## config.mk

```make
export PLATFORM = sky130hd
export DESIGN_NAME = pc_sequencer
export DESIGN_NICKNAME = d
export VERILOG_FILES = /design/src/rtl/pc_sequencer.sv
export SDC_FILE = /design/constraint.sdc
export NUM_CORES = 1
export LEC_CHECK = 0
export ABC_AREA = 1
export CAP_MARGIN = 30
export CELL_PAD_IN_SITES_DETAIL_PLACEMENT = 1
export CELL_PAD_IN_SITES_GLOBAL_PLACEMENT = 2
export CORE_UTILIZATION = 27
export CTS_CLUSTER_SIZE = 28
export DETAILED_ROUTE_END_ITERATION = 7
export PLACE_DENSITY = 0.82
export SKIP_CTS_REPAIR_TIMING = 1
export SLEW_MARGIN = 10
export SYNTH_ARGS = -nofsm -noshare
export SYNTH_HDL_FRONTEND = slang
export SYNTH_SLANG_ARGS = --single-unit
```

## constraint.sdc

```tcl
create_clock -name clk -period 2 [get_ports clk]
set_input_delay 0.4 -clock clk [delete_from_list [all_inputs] [get_ports clk]]
set_output_delay 0.4 -clock clk [all_outputs]
set_load 0.02 [all_outputs]
```

## src/rtl/pc_sequencer.sv

```systemverilog
// rtl/pc_sequencer.sv - registered program counter with branch resolution for KGP-RISC
//
// Each enabled cycle (instr_valid & ~stall) the branch class, function code and
// ALU flags select the next PC. The unit also produces a one-cycle taken pulse,
// link data for bl, and a saturating count of taken redirects.
//
// Build option: define PC_SEQ_RAS_EN to add a RAS_DEPTH-entry circular
// return-address stack. bl pushes and ret pops. Without it, ret behaves as br.
//
// Ports:
//   clk, rst                 clock, asynchronous active-low reset
//   stall, instr_valid       enable = instr_valid & ~stall
//   branch_control_signal    branch class
//   ins_func_code            function within class
//   alu_flag                 [2]=carry [1]=negative [0]=zero
//   dest_addr, reg1          immediate target, register target
//   pc_out                   current PC
//   taken, link_wr           one-cycle pulses: redirect, write link_addr to ra
//   link_addr                pc_out+1 captured at bl
//   branch_cnt               saturating taken-redirect count
//   ras_empty/full/underflow return-address stack status
module pc_sequencer #(
   parameter int                ADDR_W    = 32,
   parameter logic [ADDR_W-1:0] RESET_PC  = '0,
   parameter int                CNT_W     = 16,
   parameter int                RAS_DEPTH = 4
) (
   input  logic              clk,
   input  logic              rst,
   input  logic              stall,
   input  logic              instr_valid,
   input  logic [1:0]        branch_control_signal,
   input  logic [5:0]        ins_func_code,
   input  logic [2:0]        alu_flag,
   input  logic [ADDR_W-1:0] dest_addr,
   input  logic [ADDR_W-1:0] reg1,
   output logic [ADDR_W-1:0] pc_out,
   output logic              taken,
   output logic              link_wr,
   output logic [ADDR_W-1:0] link_addr,
   output logic [CNT_W-1:0]  branch_cnt,
   output logic              ras_empty,
   output logic              ras_full,
   output logic              ras_underflow
);

   localparam int RAS_CNT_W = $clog2(RAS_DEPTH) + 1;

   logic                 en;
   logic [ADDR_W-1:0]    seq;
   logic [ADDR_W-1:0]    nxt_pc;
   logic                 nxt_taken;
   logic                 is_bl;
   logic [RAS_CNT_W-1:0] ras_cnt;

   assign en  = instr_valid & ~stall;
   assign seq = pc_out + ADDR_W'(1);

   // Status is derived from the entry count in both builds; without the
   // stack the count is constant zero, giving empty=1, full=0.
   assign ras_empty = (ras_cnt == '0);
   assign ras_full  = (ras_cnt == RAS_CNT_W'(RAS_DEPTH));

`ifdef PC_SEQ_RAS_EN
   localparam int PTR_W = $clog2(RAS_DEPTH);

   logic [ADDR_W-1:0]    ras_mem [RAS_DEPTH];
   logic [PTR_W-1:0]     ras_wp;      // next slot to write; wp-1 is the top
   logic [RAS_CNT_W-1:0] ras_cnt_q;
   logic                 ras_uf_q;
   logic [ADDR_W-1:0]    ras_top;
   logic                 is_ret;

   assign ras_cnt       = ras_cnt_q;
   assign ras_underflow = ras_uf_q;
   assign ras_top       = ras_mem[ras_wp - PTR_W'(1)];
`else
   assign ras_cnt       = '0;
   assign ras_underflow = 1'b0;
`endif

   always_comb begin
      nxt_pc    = seq;
      nxt_taken = 1'b0;
      is_bl     = 1'b0;
`ifdef PC_SEQ_RAS_EN
      is_ret    = 1'b0;
`endif
      case (branch_control_signal)
         2'b00: begin
            case (ins_func_code)
               6'd0: begin nxt_pc = reg1; nxt_taken = 1'b1; end
               6'd1: if (alu_flag[1])  begin nxt_pc = dest_addr; nxt_taken = 1'b1; end
               6'd2: if (alu_flag[0])  begin nxt_pc = dest_addr; nxt_taken = 1'b1; end
               6'd3: if (!alu_flag[0]) begin nxt_pc = dest_addr; nxt_taken = 1'b1; end
               default: ;
            endcase
         end
         2'b01: begin
            case (ins_func_code)
               6'd0: begin nxt_pc = dest_addr; nxt_taken = 1'b1; end
               6'd1: if (alu_flag[2])  begin nxt_pc = dest_addr; nxt_taken = 1'b1; end
               6'd2: if (!alu_flag[2]) begin nxt_pc = dest_addr; nxt_taken = 1'b1; end
               default: ;
            endcase
         end
         2'b10: begin
            case (ins_func_code)
               6'd0: begin nxt_pc = dest_addr; nxt_taken = 1'b1; is_bl = 1'b1; end
               6'd1: begin
                  nxt_taken = 1'b1;
`ifdef PC_SEQ_RAS_EN
                  is_ret = 1'b1;
                  // An empty stack falls back to the register target.
                  nxt_pc = ras_empty ? reg1 : ras_top;
`else
                  nxt_pc = reg1;
`endif
               end
               default: ;
            endcase
         end
         default: ;
      endcase
   end

   always_ff @(posedge clk or negedge rst) begin
      if (!rst) begin
         pc_out     <= RESET_PC;
         taken      <= 1'b0;
         link_wr    <= 1'b0;
         link_addr  <= '0;
         branch_cnt <= '0;
      end else begin
         taken   <= en & nxt_taken;
         link_wr <= en & is_bl;
         if (en) begin
            pc_out <= nxt_pc;
            if (is_bl) link_addr <= seq;
            if (nxt_taken && branch_cnt != '1) branch_cnt <= branch_cnt + CNT_W'(1);
         end
      end
   end

`ifdef PC_SEQ_RAS_EN
   // Entry storage needs no reset: the count alone decides what is valid.
   always_ff @(posedge clk) begin
      if (en && is_bl) ras_mem[ras_wp] <= seq;
   end

   always_ff @(posedge clk or negedge rst) begin
      if (!rst) begin
         ras_wp    <= '0;
         ras_cnt_q <= '0;
         ras_uf_q  <= 1'b0;
      end else if (en) begin
         if (is_bl) begin
            // A push when full overwrites the oldest slot, which is ras_wp.
            ras_wp <= ras_wp + PTR_W'(1);
            if (!ras_full) ras_cnt_q <= ras_cnt_q + RAS_CNT_W'(1);
         end else if (is_ret) begin
            if (ras_empty) begin
               ras_uf_q <= 1'b1;
            end else begin
               ras_wp    <= ras_wp - PTR_W'(1);
               ras_cnt_q <= ras_cnt_q - RAS_CNT_W'(1);
            end
         end
      end
   end
`endif

endmodule

```

==> impl_metrics.yaml, run 1 <==
final_layout:
  nFillCells: 3127
  nets: 1457
  antennaDiodeCount: 0
  layout_common_cells: "nand2_1, clkdlybuf4s50_1, buf_4, inv_1, nor2_1"
  final_common_cell: "nand2_1"
  area_delta_synth_final_pct: 54.4
  drive_above_1_share_pct: 20.5
global_routing:
  antenna_found_initial: 0
  top_usage_layer: "met2"
  gr-usage-met3_pct: 2.47
  gr-usage-met2_pct: 38.8
  grt_use_total_pct: 23.5
  first_global_vias: 8561
  grt_max_degree: 50
  grt_first_pass_wirelength_microns: 47800
  gr-total-overflow: 0
  grtUsageMet1_pct: 33.4
placement:
  dp_slack_ns: -0.519
  routabilityCongestion: 0.872
  hpwl_microns: 24300
  io_buffers: 160
die:
  die_x_microns: 161
  ios: 164
  dieArea_sq_mm: 0.0260
  core_sq_mm: 0.0246
  die_h_microns: 161
  fp-row-count: 57
  initial_core_util_pct: 27.9
critical_path:
  critPathRequiredTime_ns: 2.24
  crit_fanout: 4
  worst_ep_arrival_time_ns: 2.21
  critPathCaptureType: "flop"
  cp_cell_sequence: "ha_2, nand2_2, nor2_2, nand2_2, buf_6, nor2_4, nand2_4, xor2_1, o21ai_1, nand2_1, a21oi_1"
  crit_buf_inv: 1
  critPathKind: "reg2reg"
  critPathMaxStageDelay_ns: 0.39
  rrSetupSlack_ns: 0.03
  start_kind: "flop"
  cp_common_cell: "nand2_2"
  slowest_stage: "dfrtp_1"
  critPathTopFamily: "simple AND/OR/NAND/NOR gates"
sta:
  hold_viol: 0
  fmax_mhz: 507
  fin_crit_ns: 1.97
  rsz0062_at_grt: "yes"
  setup_ws_ns: 0.0282
  period_share_pct: 98.6
  setup-violations-final: 0
  hold_ws_ns: 0.481
  drv_slew: 0
  fin_skew_ns: 0.0108
pwr:
  p_per_area_mw_per_mm2: 556
  power.leakage_nw: 4.88
  peakVddDrop_mv: 0.372
logic_synthesis:
  syn_inst: 1092
  netlist_area_sq_mm: 0.00685
  async_reset_ff_share_pct: 100
  ys.flop_type: "dfrtp_1"
  ys_ff_latch: 82
  synth_cell_types: 45
  syn_avg_cell_area_sq_um: 6.28
  seq_area_frac_synth_pct: 29.9
  yosysWarnings: 0
  synth_edf_count: 0
clock_network:
  clk_pin_slew_worst_paths_ns: 0.07
  cts-root-buf: "clkbuf_16"
  cts_made_buffers: 9
  cts_tree: "done"
  clock_latency_ns: 0.35
  cts.sinks: 82
  clk_path_buf_depth: 2
  htree_num_levels: 3
detailed_routing:
  wl_per_cell_microns: 17.7
  vias: 8356
  drt-total-wl_microns: 30200
  vias_per_cell: 4.90
  first_iter_violations: 480
  drcViolationCount: 0
  ant_nets: 0
  dr.pass1.iters: 5
min_path:
  min_path_type: "reg2reg"
run_status:
  outcome: "completed"
run:
  drv_cap: 0
==> area by class of cell <==
cell class | count | area [sq um] | share of cell area [%]
Multi-Input combinational cell | 850 | 4320 | 40.9
Timing Repair Buffer | 319 | 3030 | 28.7
Sequential cell | 82 | 2060 | 19.5
Inverter | 114 | 434 | 4.10
Tap cell | 324 | 405 | 3.83
Clock buffer | 11 | 243 | 2.29
Clock inverter | 5 | 85.1 | 0.804
==> logic make-up (layout without fill, tap and decap cells) <==
family	after synthesis	count (layout)	share of synthesized area [%]
AND/OR/NAND/NOR	642	642	40.3
XOR/XNOR	35	35	4.47
AO/OA/AOI/OAI	168	168	14.5
buffers and inverters	161	449	10.3
flip-flops	82	82	29.9
other	2	3	0.110
adder cells (fa/ha/maj)	2	2	0.365
==> per-layer routing <==
layer / share of wire [%] / vias up
met5: 0 / -
met4: 1.4 / 0
met3: 3.9 / 30
met2: 47 / 217
met1: 48 / 4042
li1: - / 4067
==> synthesized netlist by cell type, types with 11 or more instances <==
| cell | count | area share, % |
|---|---|---|
| nand2_1 | 391 | 21 |
| inv_1 | 107 | 5.9 |
| nor2_1 | 103 | 5.6 |
| dfrtp_1 | 82 | 30 |
| nand3_1 | 79 | 5.8 |
| o21ai_0 | 70 | 5.1 |
| a21oi_1 | 34 | 2.5 |
| xor2_1 | 20 | 2.6 |
| nand4_1 | 18 | 1.6 |
| o22ai_1 | 17 | 1.6 |
| clkbuf_1 | 16 | 0.88 |
| buf_2 | 15 | 1.1 |
| o21ai_2 | 15 | 1.9 |
| xnor2_1 | 15 | 1.9 |
| nor3_1 | 12 | 0.88 |
| a22oi_1 | 11 | 1.2 |
==> worst min-delay path, stage by stage, from the launching register on <==
cell and delay (ns):
dfrtp_1 0.35, nand2_1 0.05, nand2_1 0.05
==> sequential cells by signal, summed over array words and instances, names as in the netlist <==
register    cells
link_addr      32
link_wr         1
pc_out         32
branch_cnt     16
taken           1
==> where the power goes <==
part           switching (mW)  internal [mW]  total, mW
logic                    1.15          0.941       2.09
registers               0.139           1.78       1.92
clock network           0.737           1.14       1.88
==> stage by stage <==
stage / total power, mW / cells / instance area [sq um] / setup TNS, ns / utilization, %
global route: 6.17 / 1705 / 10600 / -0.369 / 43.0
detailed placement: 3.91 / 1676 / 9840 / -26.93 / 40.0
global placement: 3.88 / 1676 / 9840 / -22.99 / 40.0
floorplan: 2.79 / 1093 / 6860 / 0 / -
finish: 5.88 / 1705 / 10600 / 0 / 43.0
CTS: 5.81 / 1692 / 10200 / -1.40 / 41.3
==> final timing paths <==
kind | start | endpoint | cells past startpoint
max in group asynchronous | rst | pc_out[19] | 3
min | link_addr[15] | link_addr[15] | 2
max reg2reg | pc_out[0] | pc_out[16] | 11
min reg2reg | link_addr[15] | link_addr[15] | 2
min in group asynchronous | rst | link_addr[2] | 2
max | pc_out[0] | pc_out[16] | 11
No activity file was read; power rests on OpenSTA's default activity.
==> run 2, diff against run 1 <==
Settings changed: CAP_MARGIN 30 to 10.
==> results of run 2 <==
No change in the layout: final DEF, timing and power equal those of run 1.
